[src/rtl/gc_write_arbiter.sv]
// gc_write_arbiter
//   Shares the gain-curve RAM write port (gcurve) and the display-curve RAM
//   write port (gcdisp) among three requesters:
//     0 = curve-reset engine, 1 = band-edit engine, 2 = host loader.
//   A grant is locked to its owner until the owner drops req. Every owner
//   change is separated by at least one dead cycle with no writes.
//
//   Ports
//     clk, rst_n                 clock, asynchronous active-low reset
//     req[2:0]                   per-requester request (held for the burst)
//     gnt[2:0]                   registered one-hot grant
//     rq_we[2:0]                 per-requester write strobe
//     rq_gcurve_addr/din         flattened requester gcurve buses
//     rq_gcdisp_addr/din         flattened requester gcdisp buses
//     gcurve_addr/din/we         registered gcurve write port
//     gcdisp_addr/din/we         registered gcdisp write port
//     busy                       any grant held
//     drop_cnt                   saturating count of cycles with ungranted writes
//
//   Build option
//     GC_ARB_RR_EN : requester 0 keeps absolute priority, requesters 1 and 2
//                    share the remaining priority round-robin. Undefined gives
//                    strict priority 0 > 1 > 2.
//
//   state | meaning
//   ------+---------------------------------------------------
//   IDLE  | no owner; arbitrate on any req
//   OWN   | grant held by one requester while its req stays high
//   GAP   | one dead cycle after a release, no grant, no writes

module gc_write_arbiter #(
    parameter int LOGFFTSIZE = 13,
    parameter int AUDIOWIDTH = 16,
    parameter int DISPLWIDTH = 8
) (
    input  logic                    clk,
    input  logic                    rst_n,
    input  logic [2:0]              req,
    output logic [2:0]              gnt,
    input  logic [2:0]              rq_we,
    input  logic [3*LOGFFTSIZE-1:0] rq_gcurve_addr,
    input  logic [3*AUDIOWIDTH-1:0] rq_gcurve_din,
    input  logic [3*10-1:0]         rq_gcdisp_addr,
    input  logic [3*DISPLWIDTH-1:0] rq_gcdisp_din,
    output logic [LOGFFTSIZE-1:0]   gcurve_addr,
    output logic [AUDIOWIDTH-1:0]   gcurve_din,
    output logic                    gcurve_we,
    output logic [9:0]              gcdisp_addr,
    output logic [DISPLWIDTH-1:0]   gcdisp_din,
    output logic                    gcdisp_we,
    output logic                    busy,
    output logic [7:0]              drop_cnt
);

    typedef enum logic [1:0] {
        S_IDLE = 2'd0,
        S_OWN  = 2'd1,
        S_GAP  = 2'd2
    } state_t;

    state_t     state_q;
    state_t     state_d;
    logic [2:0] gnt_d;
    logic [2:0] win;
    logic       owner_release;

    // Owner is released as soon as its own req is sampled low.
    assign owner_release = ~|(gnt & req);

`ifdef GC_ARB_RR_EN
    // rr_ptr_q = 0 favours requester 1, 1 favours requester 2.
    logic rr_ptr_q;

    always_comb begin
        win = 3'b000;
        if (req[0])
            win = 3'b001;
        else if (req[1] && req[2])
            win = rr_ptr_q ? 3'b100 : 3'b010;
        else if (req[1])
            win = 3'b010;
        else if (req[2])
            win = 3'b100;
    end

    always_ff @(posedge clk or negedge rst_n) begin
        if (!rst_n)
            rr_ptr_q <= 1'b0;
        else if (state_q == S_IDLE && (win[1] || win[2]))
            rr_ptr_q <= win[1];
    end
`else
    always_comb begin
        win = 3'b000;
        if (req[0])
            win = 3'b001;
        else if (req[1])
            win = 3'b010;
        else if (req[2])
            win = 3'b100;
    end
`endif

    // State register (grant is registered alongside it)
    always_ff @(posedge clk or negedge rst_n) begin
        if (!rst_n) begin
            state_q <= S_IDLE;
            gnt     <= 3'b000;
        end else begin
            state_q <= state_d;
            gnt     <= gnt_d;
        end
    end

    // Next-state logic
    always_comb begin
        state_d = state_q;
        case (state_q)
            S_IDLE:  if (|req) state_d = S_OWN;
            S_OWN:   if (owner_release) state_d = S_GAP;
            S_GAP:   state_d = S_IDLE;
            default: state_d = S_IDLE;
        endcase
    end

    // Output logic: next grant value
    always_comb begin
        gnt_d = gnt;
        case (state_q)
            S_IDLE:  gnt_d = win;
            S_OWN:   if (owner_release) gnt_d = 3'b000;
            S_GAP:   gnt_d = 3'b000;
            default: gnt_d = 3'b000;
        endcase
    end

    assign busy = |gnt;

    // Write acceptance and owner bus select
    logic [2:0]            acc_vec;
    logic                  wr_acc;
    logic                  drop_any;
    logic [LOGFFTSIZE-1:0] sel_gaddr;
    logic [AUDIOWIDTH-1:0] sel_gdin;
    logic [9:0]            sel_daddr;
    logic [DISPLWIDTH-1:0] sel_ddin;

    assign acc_vec  = gnt & req & rq_we;
    assign wr_acc   = |acc_vec;
    assign drop_any = |(rq_we & ~gnt);

    always_comb begin
        sel_gaddr = '0;
        sel_gdin  = '0;
        sel_daddr = '0;
        sel_ddin  = '0;
        for (int r = 0; r < 3; r++) begin
            if (acc_vec[r]) begin
                sel_gaddr = rq_gcurve_addr[r*LOGFFTSIZE +: LOGFFTSIZE];
                sel_gdin  = rq_gcurve_din[r*AUDIOWIDTH +: AUDIOWIDTH];
                sel_daddr = rq_gcdisp_addr[r*10 +: 10];
                sel_ddin  = rq_gcdisp_din[r*DISPLWIDTH +: DISPLWIDTH];
            end
        end
    end

    // Address/data hold their last value when no write is accepted.
    always_ff @(posedge clk or negedge rst_n) begin
        if (!rst_n) begin
            gcurve_addr <= '0;
            gcurve_din  <= '0;
            gcurve_we   <= 1'b0;
            gcdisp_addr <= '0;
            gcdisp_din  <= '0;
            gcdisp_we   <= 1'b0;
            drop_cnt    <= 8'd0;
        end else begin
            gcurve_we <= wr_acc;
            gcdisp_we <= wr_acc;
            if (wr_acc) begin
                gcurve_addr <= sel_gaddr;
                gcurve_din  <= sel_gdin;
                gcdisp_addr <= sel_daddr;
                gcdisp_din  <= sel_ddin;
            end
            if (drop_any && drop_cnt != 8'hFF)
                drop_cnt <= drop_cnt + 8'd1;
        end
    end

endmodule
[config.mk]
export PLATFORM = sky130hd
export DESIGN_NAME = gc_write_arbiter
export DESIGN_NICKNAME = d
export VERILOG_FILES = /design/src/rtl/gc_write_arbiter.sv
export SDC_FILE = /design/constraint.sdc
export NUM_CORES = 1
export LEC_CHECK = 0
export ABC_AREA = 1
export ABC_CLOCK_PERIOD_IN_PS = 3400
export CORE_MARGIN = 3
export CORE_UTILIZATION = 42
export DETAILED_ROUTE_END_ITERATION = 8
export PLACE_DENSITY = 0.95
export SYNTH_ARGS = -nofsm -noshare
export SYNTH_HDL_FRONTEND = slang
export SYNTH_SLANG_ARGS = --single-unit
[constraint.sdc]
create_clock -name clk -period 3.4 [get_ports clk]
set_input_delay 0.51 -clock clk [delete_from_list [all_inputs] [get_ports clk]]
set_output_delay 0.51 -clock clk [all_outputs]
set_load 0.02 [all_outputs]
Word level (Yosys, flattened, before mapping)
Cells that the tools add are included.
{ "totals": {"ff_bits": 61, "in_bits": 149, "output_inout_bits": 61, "wordCells": 45} }
{ "op_classes": {"addsub": 1, "n_eq_ne": 4, "mux": 20, "bitwise": 4, "n_reduce_logical": 8} }
{ "op_table": {"columns": ["cell", "n"], "rows": [
  ["$mux 16", 3],
  ["$mux 13", 3],
  ["$mux 10", 3],
  ["$mux 8", 3],
  ["$reduce_or 3->1", 5],
  ["$mux 3", 4],
  ["$and 3x3->3", 3],
  ["$add 8x1->8 const B", 1],
  ["$ne 8x8->1 const B", 1],
  ["$pmux 3 s2", 1],
  ["$mux 2", 2],
  ["$ne 2x2->1 const B", 2],
  ["$pmux 2 s2", 1],
  ["$not 3->3", 1],
  ["$eq 2x1->1 const B", 1],
  ["$logic_not 2->1", 1],
  ["$reduce_and 2->1", 1],
  ["$logic_and 1x1->1", 1]
]} }

Longest topological paths before layout
Gate-level depths: netlist (run 1).
{ "logic_depth": {"depth_word": 5, "mapped_depth": 8, "mapped_depth_nobuf": 8} }

Least setup slack after synthesis (run 1)
OpenSTA, ideal clock, no wires.
{ "synth_timing": {"path_type": "reg2reg", "from": "register drop_cnt[1]", "to": "register drop_cnt[5]", "setup_ns": 0.117, "arrival_ns": 1.283, "t_required_ns": 3.283, "setup_slack_ns": 2.001, "stages_incl_launch_ff": 9, "path_buffers": 0, "synth_period_minus_slack_ns": 1.399, "path_cell_list": "dfrtp_1 -> ha_1 -> nand3_1 -> inv_1 -> nand2_1 -> nand2_2 -> inv_1 -> nand2_1 -> nand2_1"} }
{ "synth_via": {"elab_chain_len": 2, "word_cells_on_any_way": 3, "classes_between": "1 x add/sub; 1 x eq/ne; 1 x reduce/logical"} }
{ "synth_rtl": {"columns": ["item", "line", "source"], "rows": [
  ["from (decl)", "52", "output logic [7:0] drop_cnt"],
  ["from (signal assigned)", "187", "drop_cnt <= drop_cnt + 8'd1;"],
  ["branches (longest 2 deep; another with $add 8x1->8)", null, null]
]} }
Parallel ways; which one is timed is not known.
A chain may end at the register's enable or synchronous reset.

Worst setup path after layout (run 1)
{ "layout_timing": {"from": "register gnt[1]", "to": "output port busy"} }
{ "layout_via": {"elab_chain_len": 1} }
{ "layout_rtl": {"columns": ["item", "line", "source"], "rows": [
  ["from (decl)", "39", "output logic [2:0] gnt,"],
  ["from (signal assigned)", "111", "gnt <= gnt_d;"],
  ["$reduce_or 3->1", "137", "assign busy = |gnt;"],
  ["to (decl)", "51", "output logic busy,"]
]} }
No other way between the ends.

==> impl_results.md, run 1 <==
- Vias in the first global route: 4196
- Crit path DAT: between 1.5 and 2 ns
- Core area: around 0.0083 mm2
- Final HPWL DP: a little under 9 mm
- Period utilization: 60.8%
- DRT Pass-1 Iters: 5
- Status: completed
- Routed length per instance: 13.9 um
- Reg2reg start: gnt[1]$_DFFE_PN0P_
- Nets: between 900 and 1000
- Pin count of the biggest net entering global routing: 95
- Main flop type after synthesis: dfrtp_1
- Max Fclk: 0.484 GHz
- Antenna cells: 0
- Crit path capture: busy
- Post-CTS Setup Bufs: 0
- Critical path endpoint category: primary output
- P_leak: 0.00278 uW
- Root buffer cell: clkbuf_8
- DIE AREA: slightly below 0.01 mm2
- Worst rel slew slack: 29.7%
- Crit path max fanout: 4
- Skew-Pair Late Insertion Delay: roughly 0.33 ns
- Worst Hold Class: primary input to async pin
- Initial antenna violation count: 0
- Max_cap viols: 0
- Final Hold Viols: 0
- TritonCTS buffer count: 9
- RSZ-0062 raised after global routing: no
- Top post-synthesis cells by area: dfrtp_1, nand2_1, nor2_1
- Via/cell ratio: 4.92
- Post-synth EDFFs: 0
- CTS clk-pin slew, worst paths: approximately 0.070 ns
- Pins Over Slew Limit: 0
- PwrDens: between 600 and 700 mW/mm2
- Crit path from: gnt[1]$_DFFE_PN0P_
- Peak VDD IR: ~0.34 mV
- Top-count cell post-synth: nand2_1
- Length in cells of the worst reg-to-reg path: 5
- Net Count, Synth: ~710
- Final setup violating endpoints: 0
- Via Count: between 4000 and 5000
- First-pass GRT wire length: ~19 mm
- Routed WL: around 12 mm
- Global route overflow: 0
- Synth Instances: approximately 560
- Row count: 33
- Reg2Reg Capture Point: gcurve_addr[5]$_DFFE_PN0P_
- Post-Syn Area: about 0.0037 mm2
- GRT Overall Usage: around a quarter
- Yosys top cell by area: dfrtp_1
- Clk sinks: between 60 and 70
- Worst-Margin Slew: 1.05 ns
- Commonest cells post-synth: nand2_1, nor2_1, dfrtp_1
- Post-route ant nets: 0
- Port-buffer cells: 209
- RePlAce Congestion: slightly below 0.9
- Setup Skew: around 0.013 ns
- Yosys top cell area share: 41.8%
- Setup slack, reg-to-reg: 1.64 ns
- Yosys reg bits: 61
- Initial DRC Count: 127
- I/O pin cnt: between 200 and 250
- CTS tree: done
- H-Tree Depth: 3
- Seq/Total Area, Yosys: about two fifths
- Starting Density: ~44%
- Final TNS setup: 0 ns
- # resized after CTS: 0
- Startpoint Class: register
- Die X: about 99 um
- Hold buffers post-CTS: 0
- Final instance area: just under 0.006 mm2
- Die height: about 99 um
- Synthesis warning total: 0
- Dpl cell area: 0.00575 mm2
- Detailed-route DRC error count: 0
- Share of cells above drive strength 1: under 10%
- Setup CP Type: register to primary output
- Ys async rst share: 100%
- Area Growth Syn to Fin: 63.0%
- Syn Area/Cell: ~6.6 um2
- Fillers: 646
- Clock buffer depth: 2
- Period minus WS final: roughly 2.1 ns
- Distinct cells, synth: 22
- Worst Path Required: between 2 and 3 ns
-- layer usage --
metal | GRT usage [%] | routed length (um) | share of wire, %
met1 | 28.0 | 4640 | 39
met5 | 0 | 0 | 0
met4 | 10.8 | 364 | 3.0
met3 | 5.54 | 854 | 7.1
met2 | 43.0 | 6090 | 51
-- how the worst min path moves through the flow --
stage	end	cells past startpoint
2_1_floorplan	drop_cnt[0]$_DFFE_PN0P_	0
3_3_place_gp	state_q[1]$_DFFE_PN0P_	1
3_5_place_dp	state_q[1]$_DFFE_PN0P_	1
4_1_cts	gcurve_din[0]$_DFFE_PN0P_	1
5_1_grt	gcdisp_din[2]$_DFFE_PN0P_	1
6_report	gcurve_din[0]$_DFFE_PN0P_	1
-- cells by family after synthesis --
family	after synthesis	synth area share, %
adders and majority gates	1	0.343
AOI/OAI and AO/OA	53	7.26
DFF	61	41.8
xor gates and xnor gates	3	0.720
buffers and inverters	91	11.2
and+or+nand+nor	348	38.7
-- worst max-delay path, stage by stage (launching register included) --
cell	delay (ns)
dfrtp_1	0.42
inv_1	0.10
nand3_1	0.11
clkdlybuf4s50_1	0.61
-- power breakdown --
| part | internal [uW] | switching (uW) |
|---|---|---|
| clock | 356 | 289 |
| sequential | 1050 | 223 |
| combinational | 940 | 982 |
-- flip-flops by register name (all words and copies together), names as in the netlist --
| signal | cells |
|---|---|
| gcdisp_we | 1 |
| state_q | 2 |
| gcdisp_din | 8 |
| gcurve_addr | 13 |
| gcurve_din | 16 |
| drop_cnt | 8 |
| gcdisp_addr | 10 |
| gnt | 3 |
-- per-stage QoR --
step                      hold slack, ns  util (%)  worst slack [ns]  power (uW)  cells
final                              0.372      71.4              1.33        3840    862
after global routing               0.439      71.4              1.26        4090    862
after CTS                          0.400      71.4              1.34        3880    862
after detailed placement           0.450      69.0              1.07        3220    846
after global placement             0.437      69.0              1.19        3150    846
after floorplan                    0.214         -              2.00        2200    557
-- placed cells by master (no fill, tap or decap), types with 3 or more instances in the layout --
| master | instances |
|---|---|
| buf_4 | 5 |
| o21ai_0 | 44 |
| clkbuf_8 | 10 |
| clkdlybuf4s50_1 | 208 |
| nor2_1 | 101 |
| o21ai_1 | 9 |
| dfrtp_1 | 61 |
| inv_1 | 60 |
| clkinvlp_4 | 3 |
| nand2_1 | 181 |
| nand3_1 | 56 |
-- cell type report --
class | instances | area (um2) | share of cell area, %
Tap cell | 105 | 131 | 2.21
Timing Repair Buffer | 215 | 2140 | 36.0
Sequential cell | 61 | 1530 | 25.6
Clock inverter | 6 | 62.6 | 1.05
Clock buffer | 10 | 138 | 2.31
Inverter | 60 | 225 | 3.78
Multi-Input combinational cell | 405 | 1730 | 29.0
Note: power is estimated with default switching activity, not from simulation.
==> run 2, diff against run 1 <==
ABC_CLOCK_PERIOD_IN_PS = 2100   (was 3400)
CORE_UTILIZATION = 39   (was 42)
PLACE_DENSITY = 0.91   (was 0.95)
clock period = 2.1 ns   (was 3.4 ns; I/O delays follow)
==> run 2 against run 1 <==
Final cell count up 0.70%; global-route usage down 0.88 points; worst setup slack worse by 1.1 ns; total power grew 67%; critical path type unchanged.
==> impl_results.md, run 2 (same netlist as run 1, synthesis figures left out) <==
- Max Fclk: approximately 0.54 GHz
- CTS clk-pin slew, worst paths: 0.07 ns
- Port-buffer cells: ~210
- Post-route ant nets: 0
- First-pass GRT wire length: slightly below 20 mm
- Area Growth Syn to Fin: 66.1%
- P_leak: between 0.002 and 0.003 uW
- TritonCTS buffer count: 9
- Crit path max fanout: 4
- RSZ-0062 raised after global routing: no
- Peak VDD IR: 0.574 mV
- Initial DRC Count: 109
- Global route overflow: 0
- Initial antenna violation count: 0
- Clk sinks: 61
- Skew-Pair Late Insertion Delay: approximately 0.33 ns
- CP Buf/Inv Count: 2
- I/O pin cnt: 210
- Most frequent cells in the layout: clkdlybuf4s50_1, nand2_1, nor2_1, dfrtp_1, inv_1
- Reg2Reg Capture Point: drop_cnt[3]$_DFFE_PN0P_
- DRT Pass-1 Iters: 5
- Via Count: approximately 4300
- CP max stage cell: clkdlybuf4s50_1
- Antenna cells: 0
- Most flops, register: gcurve_din
- RePlAce Congestion: slightly below 0.9
- Setup slack, reg-to-reg: between 0.6 and 0.7 ns
- Final HPWL DP: around 9.6 mm
- Crit-path max cell delay: between 0.6 and 0.7 ns
- Largest regs: gcurve_din: 16 flops, gcurve_addr: 13 flops, gcdisp_addr: 10 flops
- Placed cells: about 850
- Commonest non-fill, non-tap cell in the layout: clkdlybuf4s50_1
- Core area: approximately 0.0089 mm2
- Routed WL: roughly 12 mm
- Final Hold Viols: 0
- Period utilization: between 80 and 90%
- Length in cells of the worst reg-to-reg path: 8
- Crit path DAT: about 1.5 ns
- CTS tree: done
- Max_cap viols: 0
- Die height: ~100 um
- Via/cell ratio: roughly 4.9
- Top Family by Delay on Critical Path: buffers and inverters
- Detailed-route DRC error count: 0
- DIE AREA: ~0.011 mm2
- Routed length per instance: approximately 14 um
- Setup CP Type: register to primary output
- Reg2reg start: drop_cnt[0]$_DFFE_PN0P_
- Period minus WS final: about 1.8 ns
- # resized after CTS: 0
- GRT Overall Usage: a little under a quarter
- Pin count of the biggest net entering global routing: 55
- Worst Hold Class: primary input to async pin
- Status: completed
- Critical path endpoint category: primary output
- Row count: 34
- Clock buffer depth: 2
- Largest register FFs: 16
- Share of cells above drive strength 1: roughly 3.9%
- Startpoint Class: register
- Final setup violating endpoints: 0
- Crit-path cells: inv_1 > nand3_1 > clkdlybuf4s50_1
- Pins Over Slew Limit: 0
- Post-CTS Setup Bufs: 0
- Die X: around 100 um
- Hold buffers post-CTS: 0
- Fillers: roughly 730
- Nets: between 900 and 1000
- Starting Density: about two fifths
- Non-filler cells, final: around 870
- Root buffer cell: clkbuf_8
- Worst-Margin Slew: about 0.64 ns
- H-Tree Depth: 3
- Worst rel slew slack: 57.1%
- Vias in the first global route: about 4200
- Setup Skew: approximately 0.0057 ns
- PwrDens: roughly 1100 mW/mm2
- Worst Path Required: between 1.5 and 2 ns
- Final TNS setup: 0 ns
==> run 2: layout make-up <==
cell class / count / area [um2] / share of cell area, %
Timing Repair Buffer: 218 / 2230 / 36.7
Multi-Input combinational cell: 405 / 1730 / 28.4
Sequential cell: 61 / 1530 / 25.2
Inverter: 60 / 225 / 3.71
Clock buffer: 12 / 155 / 2.56
Tap cell: 108 / 135 / 2.23
Clock inverter: 4 / 70.1 / 1.15
==> run 2: how the worst max path moves through the flow <==
| stage | startpoint | end | slack [ns] | depth (start not counted) |
|---|---|---|---|---|
| after floorplan | drop_cnt[1]$_DFFE_PN0P_ | drop_cnt[5]$_DFFE_PN0P_ | 0.70 | 8 |
| after global placement | req[2] | gcurve_din[15]$_DFFE_PN0P_ | 0.32 | 7 |
| after detailed placement | req[2] | gcurve_din[12]$_DFFE_PN0P_ | 0.25 | 7 |
| after CTS | gnt[1]$_DFFE_PN0P_ | busy | 0.24 | 3 |
| after global routing | gnt[0]$_DFFE_PN0P_ | busy | 0.21 | 3 |
| final | gnt[1]$_DFFE_PN0P_ | busy | 0.26 | 3 |
==> run 2: report_power, final <==
part	total (uW)	internal [uW]	switching [uW]
registers	2100	1700	393
clock network	1180	730	451
logic	3130	1540	1590
==> run 2: per-layer routing <==
metal / GRT usage, % / vias up / wire length [um]
met5: 0 / - / 0
met4: 10.3 / 0 / 339
met3: 5.95 / 30 / 1010
met2: 43.1 / 192 / 6550
met1: 25.3 / 1957 / 4510
li1: - / 2102 / -
==> run 2: metrics by stage <==
| stage | utilization, % | total power [uW] | setup slack [ns] | instance area (um2) | hold WS, ns |
|---|---|---|---|---|---|
| 6_report | 68.2 | 6410 | 0.264 | 6070 | 0.00881 |
| 3_3_place_gp | 65.7 | 5150 | 0.322 | 5840 | 0.365 |
| 4_1_cts | 68.2 | 6470 | 0.243 | 6070 | 0.0112 |
| 3_5_place_dp | 65.7 | 5270 | 0.251 | 5840 | 0.377 |
| 2_1_floorplan | - | 3560 | 0.701 | 3650 | 0.0194 |
| 5_1_grt | 68.2 | 6830 | 0.213 | 6070 | 0.0444 |
